==> src/rtl/latch_wr_pkg.sv <==
// Shared definitions for the latch write sequencer.
//   state_t        : sequencer FSM states (IDLE, SETUP, PULSE, HOLD)
//   CNT_W          : width of the shared phase counter
//   MAX_DEPTH      : largest supported number of latches
//   MAX_PHASE_CYC  : largest supported SETUP_CYC / HOLD_CYC value
package latch_wr_pkg;

  typedef enum logic [1:0] {
    IDLE  = 2'd0,
    SETUP = 2'd1,
    PULSE = 2'd2,
    HOLD  = 2'd3
  } state_t;

  localparam int CNT_W         = 4;
  localparam int MAX_DEPTH     = 64;
  localparam int MAX_PHASE_CYC = 15;

endpackage

==> src/rtl/latch_wr_phase_cnt.sv <==
// Loadable down-counter timing the SETUP and HOLD phases.
// Ports:
//   clk      : rising-edge clock
//   rst      : synchronous active-low reset (count -> 0)
//   load     : load load_val this cycle (priority over dec)
//   load_val : value to load
//   dec      : decrement by one
//   zero     : count is zero
module latch_wr_phase_cnt
  import latch_wr_pkg::*;
(
  input  logic             clk,
  input  logic             rst,
  input  logic             load,
  input  logic [CNT_W-1:0] load_val,
  input  logic             dec,
  output logic             zero
);

  logic [CNT_W-1:0] count;

  // Saturating at zero; the FSM reloads on every state entry so this
  // guard only matters if dec were ever held past the end of a phase.
  always_ff @(posedge clk) begin
    if (!rst) begin
      count <= '0;
    end else if (load) begin
      count <= load_val;
    end else if (dec && (count != '0)) begin
      count <= count - 1'b1;
    end
  end

  assign zero = (count == '0);

endmodule

==> src/rtl/latch_wr_sequencer.sv <==
// Write sequencer for a bank of level-sensitive D-latches. Each accepted
// write presents data on lat_d for SETUP_CYC cycles, pulses exactly one
// lat_en bit for one cycle, then holds lat_d for HOLD_CYC cycles, so the
// latch input never moves while its enable is high.
// Ports:
//   clk      : rising-edge clock
//   rst      : synchronous active-low reset
//   clr_req  : (only with LATCH_WR_SEQ_CLEAR_EN) clear all latches to 0
//   wr_valid : write request
//   wr_ready : sequencer idle and able to accept a write (registered)
//   wr_addr  : target latch index
//   wr_data  : write data
//   lat_en   : one-hot latch enables (registered)
//   lat_d    : shared latch data bus (registered)
//   busy     : sequence in progress
//   err      : one-cycle pulse for an accepted out-of-range address
// Optional feature macro: LATCH_WR_SEQ_CLEAR_EN
module latch_wr_sequencer
  import latch_wr_pkg::*;
#(
  parameter int DEPTH     = 8,
  parameter int WIDTH     = 8,
  parameter int SETUP_CYC = 1,
  parameter int HOLD_CYC  = 1
) (
  input  logic                     clk,
  input  logic                     rst,
`ifdef LATCH_WR_SEQ_CLEAR_EN
  input  logic                     clr_req,
`endif
  input  logic                     wr_valid,
  output logic                     wr_ready,
  input  logic [$clog2(DEPTH)-1:0] wr_addr,
  input  logic [WIDTH-1:0]         wr_data,
  output logic [DEPTH-1:0]         lat_en,
  output logic [WIDTH-1:0]         lat_d,
  output logic                     busy,
  output logic                     err
);

  localparam int               AW       = $clog2(DEPTH);
  localparam logic [AW:0]      DEPTH_W  = (AW+1)'(DEPTH);
  localparam logic [CNT_W-1:0] SETUP_LD = CNT_W'(SETUP_CYC - 1);
  localparam logic [CNT_W-1:0] HOLD_LD  = CNT_W'(HOLD_CYC - 1);

  state_t           state;
  state_t           next_state;
  logic             accept;
  logic             clr_accept;
  logic             cnt_load;
  logic [CNT_W-1:0] cnt_load_val;
  logic             cnt_dec;
  logic             cnt_zero;
  logic [AW-1:0]    addr_q;
  logic             clr_q;
  logic [DEPTH-1:0] pulse_en;

`ifdef LATCH_WR_SEQ_CLEAR_EN
  assign clr_accept = (state == IDLE) && clr_req;
`else
  assign clr_accept = 1'b0;
`endif

  // A clear in the same cycle wins over a write.
  assign accept = (state == IDLE) && wr_valid && !clr_accept;

  latch_wr_phase_cnt u_phase_cnt (
    .clk      (clk),
    .rst      (rst),
    .load     (cnt_load),
    .load_val (cnt_load_val),
    .dec      (cnt_dec),
    .zero     (cnt_zero)
  );

  always_ff @(posedge clk) begin
    if (!rst) begin
      state <= IDLE;
    end else begin
      state <= next_state;
    end
  end

  always_comb begin
    next_state   = state;
    cnt_load     = 1'b0;
    cnt_load_val = SETUP_LD;
    cnt_dec      = 1'b0;
    case (state)
      IDLE: begin
        if (accept || clr_accept) begin
          next_state   = SETUP;
          cnt_load     = 1'b1;
          cnt_load_val = SETUP_LD;
        end
      end
      SETUP: begin
        if (cnt_zero) begin
          next_state = PULSE;
        end else begin
          cnt_dec = 1'b1;
        end
      end
      PULSE: begin
        next_state   = HOLD;
        cnt_load     = 1'b1;
        cnt_load_val = HOLD_LD;
      end
      HOLD: begin
        if (cnt_zero) begin
          next_state = IDLE;
        end else begin
          cnt_dec = 1'b1;
        end
      end
      default: next_state = IDLE;
    endcase
  end

  // Out-of-range addresses decode to no enable at all.
  always_comb begin
    pulse_en = '0;
    if (clr_q) begin
      pulse_en = '1;
    end else if ({1'b0, addr_q} < DEPTH_W) begin
      pulse_en[addr_q] = 1'b1;
    end
  end

  // Outputs are registered off next_state so they line up with the state
  // they describe without any input-to-output combinational path.
  always_ff @(posedge clk) begin
    if (!rst) begin
      wr_ready <= 1'b1;
      busy     <= 1'b0;
      err      <= 1'b0;
      lat_en   <= '0;
      lat_d    <= '0;
      addr_q   <= '0;
      clr_q    <= 1'b0;
    end else begin
      wr_ready <= (next_state == IDLE);
      busy     <= (next_state != IDLE);
      err      <= accept && ({1'b0, wr_addr} >= DEPTH_W);
      lat_en   <= (next_state == PULSE) ? pulse_en : '0;
      if (clr_accept) begin
        addr_q <= '0;
        lat_d  <= '0;
        clr_q  <= 1'b1;
      end else if (accept) begin
        addr_q <= wr_addr;
        lat_d  <= wr_data;
        clr_q  <= 1'b0;
      end
    end
  end

endmodule

==> config.mk <==
export PLATFORM = sky130hd
export DESIGN_NAME = latch_wr_sequencer
export DESIGN_NICKNAME = d
export VERILOG_FILES = /design/src/rtl/latch_wr_pkg.sv /design/src/rtl/latch_wr_phase_cnt.sv /design/src/rtl/latch_wr_sequencer.sv
export SDC_FILE = /design/constraint.sdc
export NUM_CORES = 1
export LEC_CHECK = 0
export CAP_MARGIN = 20
export CORE_MARGIN = 2
export CORE_UTILIZATION = 40
export CTS_CLUSTER_SIZE = 25
export DETAILED_ROUTE_END_ITERATION = 10
export GPL_ROUTABILITY_DRIVEN = 1
export PLACE_DENSITY_LB_ADDON = 0.1
export SYNTH_ARGS = -nofsm -noshare
export SYNTH_HDL_FRONTEND = slang
export SYNTH_SLANG_ARGS = --single-unit
==> constraint.sdc <==
create_clock -name clk -period 1.45 [get_ports clk]
set_clock_uncertainty 0.15 [all_clocks]
set_input_delay 0.145 -clock clk [delete_from_list [all_inputs] [get_ports clk]]
set_output_delay 0.145 -clock clk [all_outputs]
set_load 0.1 [all_outputs]
==> reports/qor.yml <==
status: "finished with violations"
violations: "negative setup slack"
drt-total-wl_mm: 1.85
ys.flop_type: "dfxtp_1"
vdd_drop_max_v: 0.000773
critical_path.startpoint: "u_phase_cnt.count[0]$_SDFFE_PP0P_"
yosys-top-cells-area: "dfxtp_1 53%, mux2i_1 12%, nor2b_1 6.8%"
setup_slack_ns: -0.0103
die_h_um: 54.3
hpwl_mm: 1.33
rsz0062_at_grt: "yes"
core_area_sq_mm: 0.00243
synth_xor_area_share_pct: 0.866
power_frac_seq_pct: 48.3
dpl.cell_count: 161
comb_power_share_pct: 33.7
drtIter0Drc: 9
std_cell_rows: 18
syn_inst: 94
postRouteAntennaNets: 0
crit_fanout: 4
syn_avg_cell_area_sq_um: 10.8
multi_input_area_sq_um: 480
synth_cell_types: 27
vias: 761
cp-start-kind: "flop"
synth_top_cell_by_area: "dfxtp_1"
holdCritPathClass: "in -> reg"
wire_per_inst_um: 11.1
synth.area.mux_share_pct: 11.9
die-width_um: 54.3
cp_data_arrival_time_ns: 1.57
min_period_over_period_pct: 101
setup_viol: 1
place.gp.congestion: 0.701
synth_compound_area_share_pct: 4.83
netlist_top_cells_count: "27 x dfxtp_1, 12 x mux2i_1, 11 x nor2b_1, 10 x nor2_1, 4 x a21oi_1"
portBuffers: 31
synth.top_cell.area_share_pct: 53.5
criticalPathCategory: "reg -> reg"
final_cells: 166
diodes: 0
synth_edf_count: 0
grt_max_degree: 16
fin_setup_tns_ns: -0.0103
end_kind: "flop"
worstPathCellList: "inv_2, ha_4, or3b_4, a21o_1, a21oi_2"
antenna_found_initial: 0
intPower_mw: 1.15
first_pass_iters: 3
route.detailed.drc: 0
hold_slack_ns: 0.286
timing.rr.start: "u_phase_cnt.count[0]$_SDFFE_PP0P_"
cts-hold-fix-buffers: 0
p_leak_nw: 0.651
slew_viol_final: 0
nFillCells: 187
syn_area_sq_mm: 0.00101
fin_crit_ns: 1.46
yosys.area_share.simple_pct: 22.9
grt_pass1_wl_mm: 2.97
cts_buffers: 3
ys_ff_latch: 27
synth.most_common_cell: "dfxtp_1"
cp_slowest_stage_delay_ns: 0.41
syn2layout_area_growth_pct: 66.8
overflow: 0
grt_util_all_layers_pct: 13.8
die-area_sq_mm: 0.00295
grt_pass1_vias: 704
seq_area_sq_um: 544
swShare_pct: 34.2
drive_gt1_share_pct: 35.3
min_from: "wr_addr[0]"
clkLatencyLatePin_ns: 0.31
synth_top_family_by_area: "simple AND/OR/NAND/NOR gates"
initial_core_util_pct: 41.6
clock_path_buffers: 2
powerDensity_mw_per_mm2: 1030
htreeDepth: 1
cts.clk_slew.worst_paths_ns: 0.14
ys.warnings.count: 0
fin_nets: 152
finalHoldViolCount: 0
io_pins: 33
clock_sinks: 27
cp_slowest_cell: "or3b_4"
synth-adder-area-share_pct: 1.24
cts_tree: "done"
cts-root-buf: "clkbuf_4"
synthArstFlopShare_pct: 0
clock.fmax_ghz: 0.685
synth_nets: 109
p_total_mw: 1.74
ys_seq_area_share_pct: 53.5
cap_violations: 0
pwr-share-clk_pct: 18.1
critPathRequiredTime_ns: 1.56
p_switching_mw: 0.595
viasPerCell: 4.58
## cell usage in the layout, fill, tap and decap left out, types with 2 or more instances in the layout
cell type and instances:
dfxtp_2 3, nor2_1 10, nand2b_1 2, nand4b_1 2
clkdlybuf4s50_1 13, inv_2 2, dfxtp_1 24, nand2_1 3
buf_12 19, a21oi_2 3, clkbuf_4 3, buf_4 10
mux2i_1 12, nor2b_1 11
## layer usage
layer,routed length [um],track usage [%],vias up,share of wire (%)
met2,912,23.9,17,49
li1,-,-,401,-
met3,107,3.28,2,5.8
met1,816,16.6,341,44
met4,10,5.00,0,0.54
met5,0,0,-,0
## metrics by stage
stage	worst slack (ns)	util, %	instance area (sq um)
6_report	-0.0103	69.3	1690
5_1_grt	-0.0480	69.3	1690
4_1_cts	-0.00970	67.4	1640
3_5_place_dp	-0.139	65.6	1600
3_3_place_gp	-0.109	65.6	1600
2_1_floorplan	0.00731	-	1010
## path summary, 6_finish.rpt
| path | to | slack [ns] | cells after the start |
|---|---|---|---|
| worst max-delay path | u_phase_cnt.count[0]$_SDFFE_PP0P_ | -0.01 | 5 |
| worst min-delay path | addr_q[0]$_SDFFE_PN0P_ | 0.29 | 3 |
| worst max register to register | u_phase_cnt.count[0]$_SDFFE_PP0P_ | -0.01 | 5 |
| worst min register to register | u_phase_cnt.count[2]$_SDFFE_PP0P_ | 0.36 | 2 |
## cells by family (layout without fill, tap and decap cells)
group / Yosys count / count (layout)
AND/OR/NAND/NOR: 37 / 37
XOR/XNOR: 1 / 1
other: 1 / 1
AO/OA/AOI/OAI: 8 / 8
adder cells (fa/ha/maj): 1 / 1
buffers and inverters: 7 / 49
multiplexers: 12 / 12
flip-flops: 27 / 27
## sequential cells by signal (all words and copies together) (netlist names)
name,flops
lat_d,8
lat_en,8
u_phase_cnt.count,4
addr_q,3
state,2
busy,1
wr_ready,1
## cell type report
cell class,instances,area share [%]
clock buffer,3,1.34
clock inverter,1,0.297
inverter,3,0.668
multi-input combinational,60,28.5
sequential,27,32.3
tap,30,2.23
timing repair buffer,42,34.7
## repair_timing
item | CTS | global route
pin swaps | 2 | 5
endpoints found under the setup margin | 6 | 10
gates resized for setup | 7 | 6
buffers inserted | 0 | 1
## power by group through the flow
| stage | sequential, mW | clock (mW) | combinational, mW |
|---|---|---|---|
| finish | 0.840 | 0.314 | 0.586 |
| global route | 0.846 | 0.354 | 0.612 |
| CTS | 0.839 | 0.327 | 0.577 |
| detailed placement | 0.853 | 0 | 0.572 |
| global placement | 0.853 | 0 | 0.566 |
| floorplan | 1.05 | 0 | 0.154 |
## critical path, delay by kind of cell, from the launching register on
kind | cells | cell delay [ns]
and+or+nand+nor | 1 | 0.41
DFF | 1 | 0.35
AOI/OAI and AO/OA | 2 | 0.29
adders and majority gates | 1 | 0.13
buffers and inverters | 1 | 0.07
No activity file was read; power rests on OpenSTA's default activity.
